File: config.mk
export PLATFORM = sky130hd
export DESIGN_NAME = serial_add_sub_flat
export DESIGN_NICKNAME = d
export VERILOG_FILES = /design/src/rtl/serial_add_sub_if.sv /design/src/rtl/serial_add_sub.sv /design/src/flat_wrapper.sv
export SDC_FILE = /design/constraint.sdc
export NUM_CORES = 1
export LEC_CHECK = 0
export CAP_MARGIN = 20
export CORE_AREA = 5 5 78 80
export CTS_CLUSTER_DIAMETER = 40
export DETAILED_ROUTE_END_ITERATION = 10
export DIE_AREA = 0 0 83 85
export RECOVER_POWER = 25
export SYNTH_ARGS = -nofsm -noshare
export SYNTH_HDL_FRONTEND = slang
export SYNTH_SLANG_ARGS = --single-unit
export TNS_END_PERCENT = 30
File: constraint.sdc
create_clock -name clk -period 1.45 [get_ports clk]
set_input_delay 0.29 -clock clk [delete_from_list [all_inputs] [get_ports clk]]
set_output_delay 0.29 -clock clk [all_outputs]
set_load 0.01 [all_outputs]
File: src/rtl/serial_add_sub_if.sv
// serial_add_sub_if: start/busy/done handshake and operand/result bus
// for the digit-serial adder/subtractor.
interface serial_add_sub_if #(
  parameter int WIDTH = 8
);
  logic             start;
  logic             mode;
  logic [WIDTH-1:0] a;
  logic [WIDTH-1:0] b;
  logic             cin;
  logic             busy;
  logic             done;
  logic [WIDTH-1:0] sum;
  logic             carry;
  logic             overflow;

  modport master (
    output start, mode, a, b, cin,
    input  busy, done, sum, carry, overflow
  );

  modport slave (
    input  start, mode, a, b, cin,
    output busy, done, sum, carry, overflow
  );
endinterface

File: src/rtl/serial_add_sub.sv
// serial_add_sub: WIDTH-bit add/sub, DIGIT bits per cycle, LSB first.
// Registered carry between digits; sum/carry/overflow updated on last digit.
module serial_add_sub #(
  parameter int WIDTH = 8,
  parameter int DIGIT = 1
) (
  input  logic               clk,
  input  logic               rst_n,
  serial_add_sub_if.slave    bus
);
  localparam int N  = WIDTH / DIGIT;
  localparam int CW = (N > 1) ? $clog2(N) : 1;

  typedef enum logic [1:0] {
    S_IDLE,
    S_RUN,
    S_DONE
  } state_t;

  state_t           r_state;
  state_t           w_next;
  logic             r_busy;
  logic             r_done;
  logic [WIDTH-1:0] r_a;
  logic [WIDTH-1:0] r_b;
  logic             r_c;
  logic [CW-1:0]    r_cnt;
  logic [WIDTH-1:0] r_sum;
  logic             r_carry;
  logic             r_ovf;

  logic [DIGIT-1:0] w_s;
  logic             w_cy;
  logic             w_cmsb;
  logic             w_cout;
  logic             w_last;
  logic             w_load;
  logic             w_run;
  logic [WIDTH-1:0] w_full;

  assign w_run  = (r_state == S_RUN);
  assign w_load = bus.start && !w_run;
  assign w_last = (r_cnt == CW'(N - 1));

  // DIGIT-bit ripple slice; also exposes the carry into its top bit
  always_comb begin
    w_s    = '0;
    w_cy   = r_c;
    w_cmsb = r_c;
    for (int i = 0; i < DIGIT; i++) begin
      w_cmsb = w_cy;
      w_s[i] = r_a[i] ^ r_b[i] ^ w_cy;
      w_cy   = (r_a[i] & r_b[i]) | (w_cy & (r_a[i] ^ r_b[i]));
    end
    w_cout = w_cy;
  end

  // Partial sum shifts in from the MSB end, so the final digit
  // completes the word without a separate shift step
  generate
    if (N > 1) begin : g_multi
      logic [WIDTH-DIGIT-1:0] r_acc;
      assign w_full = {w_s, r_acc};
      // Running partial-sum shift register
      always_ff @(posedge clk or negedge rst_n) begin
        if (!rst_n) begin
          r_acc <= '0;
        end else if (w_run) begin
          r_acc <= w_full[WIDTH-1:DIGIT];
        end
      end
    end else begin : g_single
      assign w_full = w_s;
    end
  endgenerate

  // State register plus registered busy/done flags
  always_ff @(posedge clk or negedge rst_n) begin
    if (!rst_n) begin
      r_state <= S_IDLE;
      r_busy  <= 1'b0;
      r_done  <= 1'b0;
    end else begin
      r_state <= w_next;
      r_busy  <= (w_next == S_RUN);
      r_done  <= (w_next == S_DONE);
    end
  end

  // Next-state: DONE lasts one cycle and accepts a new start
  always_comb begin
    w_next = r_state;
    case (r_state)
      S_IDLE:  w_next = bus.start ? S_RUN : S_IDLE;
      S_RUN:   w_next = w_last ? S_DONE : S_RUN;
      S_DONE:  w_next = bus.start ? S_RUN : S_IDLE;
      default: w_next = S_IDLE;
    endcase
  end

  // Operand load, per-digit shift and final result capture
  always_ff @(posedge clk or negedge rst_n) begin
    if (!rst_n) begin
      r_a     <= '0;
      r_b     <= '0;
      r_c     <= 1'b0;
      r_cnt   <= '0;
      r_sum   <= '0;
      r_carry <= 1'b0;
      r_ovf   <= 1'b0;
    end else if (w_load) begin
      r_a   <= bus.a;
      r_b   <= bus.mode ? ~bus.b : bus.b;
      r_c   <= bus.mode ? 1'b1 : bus.cin;
      r_cnt <= '0;
    end else if (w_run) begin
      r_a   <= r_a >> DIGIT;
      r_b   <= r_b >> DIGIT;
      r_c   <= w_cout;
      r_cnt <= r_cnt + CW'(1);
      if (w_last) begin
        r_sum   <= w_full;
        r_carry <= w_cout;
        r_ovf   <= w_cmsb ^ w_cout;
      end
    end
  end

  assign bus.busy     = r_busy;
  assign bus.done     = r_done;
  assign bus.sum      = r_sum;
  assign bus.carry    = r_carry;
  assign bus.overflow = r_ovf;
endmodule

File: src/flat_wrapper.sv
// flat-port wrapper written by rule: the top's interface ports become plain ports
module serial_add_sub_flat 
#(
  parameter int WIDTH = 8,
  parameter int DIGIT = 1
)
  (clk, rst_n, bus_start, bus_mode, bus_a, bus_b, bus_cin, bus_busy, bus_done, bus_sum, bus_carry, bus_overflow);
  serial_add_sub_if #(.WIDTH(WIDTH)) bus_i ();
  input  logic clk;
  input  logic rst_n;
  input wire logic [$bits(bus_i.start)-1:0] bus_start;
  input wire logic [$bits(bus_i.mode)-1:0] bus_mode;
  input wire logic [$bits(bus_i.a)-1:0] bus_a;
  input wire logic [$bits(bus_i.b)-1:0] bus_b;
  input wire logic [$bits(bus_i.cin)-1:0] bus_cin;
  output wire logic [$bits(bus_i.busy)-1:0] bus_busy;
  output wire logic [$bits(bus_i.done)-1:0] bus_done;
  output wire logic [$bits(bus_i.sum)-1:0] bus_sum;
  output wire logic [$bits(bus_i.carry)-1:0] bus_carry;
  output wire logic [$bits(bus_i.overflow)-1:0] bus_overflow;
  assign bus_i.start = bus_start;
  assign bus_i.mode = bus_mode;
  assign bus_i.a = bus_a;
  assign bus_i.b = bus_b;
  assign bus_i.cin = bus_cin;
  assign bus_busy = bus_i.busy;
  assign bus_done = bus_i.done;
  assign bus_sum = bus_i.sum;
  assign bus_carry = bus_i.carry;
  assign bus_overflow = bus_i.overflow;
  serial_add_sub #(.WIDTH(WIDTH), .DIGIT(DIGIT)) u_core (.clk(clk), .rst_n(rst_n), .bus(bus_i));
endmodule
**After elaboration in Yosys (flattened, before gate mapping)**

Index checks and enable logic that the tools add are counted.

- Add/subtract/negate cells: 1
- Multipliers: 0
- Divide/modulo/power cells: 0
- Order comparisons: 0
- Equality and inequality tests: 5
- Shifts and indexed selects: 0
- Mux-type cells: 13
- Bitwise logic cells: 8
- Reductions and logical operators: 6

Operators by type and width:

| operator | count |
|---|---|
| 8-bit 2-to-1 mux | 5 |
| 8-bit inverter | 1 |
| 3-bit 2-to-1 mux | 2 |
| 2-bit by 1-bit equality test with 1-bit output, second input constant | 2 |
| 2-bit equality test, second input constant | 2 |
| 1-bit 2-to-1 mux | 4 |
| 2-bit one-hot mux with 2 select lines | 1 |
| 3-bit by 1-bit adder with 3-bit output, second input constant | 1 |
| 3-bit equality test, second input constant | 1 |
| 3-bit AND reduction | 1 |
| 1-bit bitwise XOR | 3 |
| 1-bit bitwise AND | 2 |
| 2-bit zero test | 1 |
| 2-bit 2-to-1 mux | 1 |
| 2-bit nonzero test | 1 |
| 2-bit OR reduction | 1 |
| 1-bit logical AND | 1 |
| 1-bit zero test | 1 |
| 1-bit inverter | 1 |
| 1-bit bitwise OR | 1 |

- Register bits: 41
- Latch bits: 0
- Bits in writable memories: 0
- Bits in read-only memories: 0
- Bits of input ports: 21
- Output and inout port bits: 12
- Logic and storage cells: 44
- Memories kept: 0

**Depth between registers and ports, before layout**

- Depth after elaboration: 5
- Mapped depth: 6
- Gate-level depth less buffers: 5

**Worst setup path after synthesis**

No wires, ideal clock.

- Kind: flip-flop to flip-flop
- From: register u_core.r_cnt[0]
- To: register u_core.r_sum[1], in the netlist u_core.bus.sum[1]
- Library setup time: 0.125 ns
- Arrival time: 1.347 ns
- Required time: 1.325 ns
- Setup slack: -0.022 ns
- Cell stages (with the launch flop): 6
- Buffers on the path: 1
- Period minus slack after synthesis: 1.472 ns
- Cells stage by stage: dfrtp_1 ha_1 ha_1 nand3b_2 buf_6 mux2_4

- Word-level cells in the longest chain between the ends: 2

Ends and longest elaborated chain:

| item | line | source |
|---|---|---|
| from (decl) | serial_add_sub.sv:27 | `logic [CW-1:0] r_cnt;` |
| from (signal assigned) | serial_add_sub.sv:120 | `r_cnt <= r_cnt + CW'(1);` |
| 3-bit equality test | serial_add_sub.sv:43 | `assign w_last = (r_cnt == CW'(N - 1));` |
| 3-bit AND reduction (no line) | - |  |
| to (signal assigned) | serial_add_sub.sv:122 | `r_sum <= w_full;` |
| to (decl) | serial_add_sub.sv:28 | `logic [WIDTH-1:0] r_sum;` |

No other way between the ends.
A chain may end at the register's enable or synchronous reset.

**Worst setup path after layout**

- From: register u_core.r_cnt[0]
- To: register u_core.r_sum[0], in the netlist u_core.bus.sum[0]

Same word-level chain as after synthesis.

==> run_results.csv <==
group,metric,value,unit
sta,hold_viol,0,
die,initial_core_util,0.339,
cells_and_area,multiInputGateArea,757,um2
cells_and_area,final_area,2380,um2
synth,synth-seq-cells,41,
die,io_pins,33,
detailed_routing,antenna_left,0,
place,port_buffers,32,
cells_and_area,final_cells,275,
power,pwr_density_cell,1730,nW/um2
synth,synth_common_cells,"41 x dfrtp_1, 41 x nand2_1, 21 x o21ai_0, 15 x mux2i_1, 7 x xor2_1",
clocking,h-tree-depth,2,
clocking,cts_root_buf,"clkbuf_8",
synth,synth.top_cell.area_share,0.567,
sta,post-route-period-util,0.942,
clocking,cts_tree,"yes",
cells_and_area,regArea,1030,um2
detailed_routing,routed_wl,3.27,mm
sta,drv_slew,0,
power,total_power,4.13,mW
sta,setup_viol,0,
place,dpl.cell_count,266,
synth,syn_inst,160,
detailed_routing,drc,0,
power,swShare,0.335,
global_route,track_usage,0.100,
cells_and_area,final_nets,227,
power,combPwrFrac,0.355,
sta,period_minus_slack,1.37,ns
worst_setup_path,startpoint_type,"flop",
detailed_routing,dr.pass1.iters,2,
worst_setup_path,crit_required,1.63,ns
clocking,cts_setup_buffers,0,
synth,yosysWarnings,0,
global_route,met3_usage,0.0476,
worst_setup_path,crit_type,"flop to flop",
detailed_routing,vias,1217,
global_route,grt_pass1_wl,5.65,mm
synth,synth_seq_area_share,0.567,
die,die_w,83,um
cells_and_area,final_util,0.447,
job,drv_cap,0,
worst_setup_path,endpoint_kind,"flop",
hold_path,hold_path.class,"flop to flop",
synth,synth_area,1810,um2
detailed_routing,viasPerCell,4.43,
global_route,antenna_found_initial,0,
power,leakagePower,1.20,nW
place,dp_worst_setup_slack,-0.00650,ns
sta,max_freq,732,MHz
global_route,met2_usage,0.147,
sta,maxSlewHeadroom,0.630,
clocking,path_clk_slew,0.07,ns
synth,ys.flop_type,"dfrtp_1",
global_route,grt-ovfl-total,0,
die,rows,27,
global_route,use_met1,0.127,
synth,synth_edf_count,0,
cells_and_area,area_growth,31.8,%
run_status,status,"finished, final reports clean",
detailed_routing,post_drt_wl_per_cell,11.9,um
power,switching_power,1.38,mW
die,die_area,7060,um2
clocking,clockBufferDepth,2,
cells_and_area,diodes,0,
place,place_hpwl,2.26,mm
clocking,cts_buffers,5,
global_route,grt_start_max_net_pins,42,
place,place_area,2270,um2
clocking,numClockSinks,41,
clocking,clkLatencyLatePin,0.29,ns
die,coreArea,5340,um2
power,vdd_drop_max,0.680,mV
sta,rsz0062_at_grt,"no",
detailed_routing,drtIter0Drc,61,
sta,fin_skew,0.00581,ns
worst_setup_path,cp_max_fo,6,
die,die_y,85,um
cells_and_area,fillers,549,
global_route,grt_pass1_vias,1193,
sta,setup_slack,0.0838,ns
power,intPower,2.75,mW
worst_setup_path,critPathArrivalTime,1.54,ns
global_route,grt.busiest_layer,"met2",
synth,async_reset_ff_frac,1.00,
sta,tns,0,ns
sta,worst_pin_slew,0.555,ns
synth,synth.distinct_cells,24,
place,gp_congestion,0.709,
sta,holdWs,0.478,ns
power,power_frac_clock,0.180,
synth,syn_nets,184,
synth,syn_avg_cell_area,11.3,um2
synth,synthTopCellsByArea,"dfrtp_1 57%, nand2_1 8.5%, mux2i_1 8.3%",
cells_and_area,drive_gt1_frac,0.153,
power,seq_power_share,0.465,
synth,synth_top_area_cell,"dfrtp_1",
[final cells by class]
cell class / instances / share of cell area
multi-input cells: 108 / 0.318
well taps: 72 / 0.0378
flip-flops and latches: 41 / 0.430
clock buffers: 7 / 0.0362
repair buffers: 44 / 0.173
inverters: 3 / 0.00472
[flip-flops by register name, indices dropped and copies added, names as in the netlist, 2 cells and up]
name,flops
u_core.r_a,8
u_core.bus.sum,8
u_core.r_state,2
u_core.g_multi.r_acc,7
u_core.r_cnt,3
u_core.r_b,8
[metal layers]
layer,up-vias,part of all wire,wire length (um)
li1,616,-,-
met1,566,0.46,1510
met2,31,0.45,1480
met3,4,0.073,238
met4,0,0.014,46
met5,-,0,0
[power by group through the flow]
stage	sequential (mW)	clock, mW	combinational [mW]
CTS	1.91	0.772	1.48
global placement	1.93	0	1.52
floorplan	1.94	0	0.931
finish	1.92	0.744	1.47
detailed placement	1.93	0	1.57
global route	1.99	0.832	1.71
[worst max-delay path, stage by stage, from the launching register on]
cell	delay, ns
dfrtp_1	0.39
ha_2	0.20
ha_4	0.18
nand3b_4	0.14
mux2_2	0.34
[final timing paths]
| path | start | end | slack, ns | cells after the start |
|---|---|---|---|---|
| worst max-delay path | u_core.r_cnt[0] | u_core.bus.sum[0] | 0.08 | 4 |
| worst min-delay path | u_core.r_a[2] | u_core.r_a[1] | 0.48 | 2 |
| worst max register to register | u_core.r_cnt[0] | u_core.bus.sum[0] | 0.08 | 4 |
| worst min register to register | u_core.r_a[2] | u_core.r_a[1] | 0.48 | 2 |
| max in group asynchronous | rst_n | u_core.r_a[0] | 0.44 | 3 |
| min in group asynchronous | rst_n | u_core.bus.sum[3] | 0.64 | 3 |
[layout by cell type (no fill, tap or decap), drive strengths merged, types with 2 or more instances in the layout]
cell type / n
mux2i: 15
nand3b: 2
nand2: 41
mux2: 9
o22ai: 2
ha: 2
inv: 3
xor2: 7
o21ai: 21
dlymetal6s2s: 2
dfrtp: 41
xnor2: 2
clkdlybuf4s50: 19
dlygate4sd2: 10
clkbuf: 8
buf: 11
[what timing repair did]
item / 4_1_cts / 5_1_grt
endpoints found under the hold margin: 41 / 0
resized for setup: 10 / 5
setup endpoints to repair: 12 / 6
hold buffers: 1 / 0
gates cloned: 0 / 1
[logic make-up after synthesis]
group                    Yosys count  share of synthesized area
multiplexers                      24                      0.152
AND/OR/NAND/NOR                   47                      0.107
AO/OA/AOI/OAI                     24                     0.0678
XOR/XNOR                           9                     0.0436
adder cells (fa/ha/maj)            3                     0.0249
buffers and inverters             12                     0.0381
flip-flops                        41                      0.567
(Power assumes the default switching activity.)
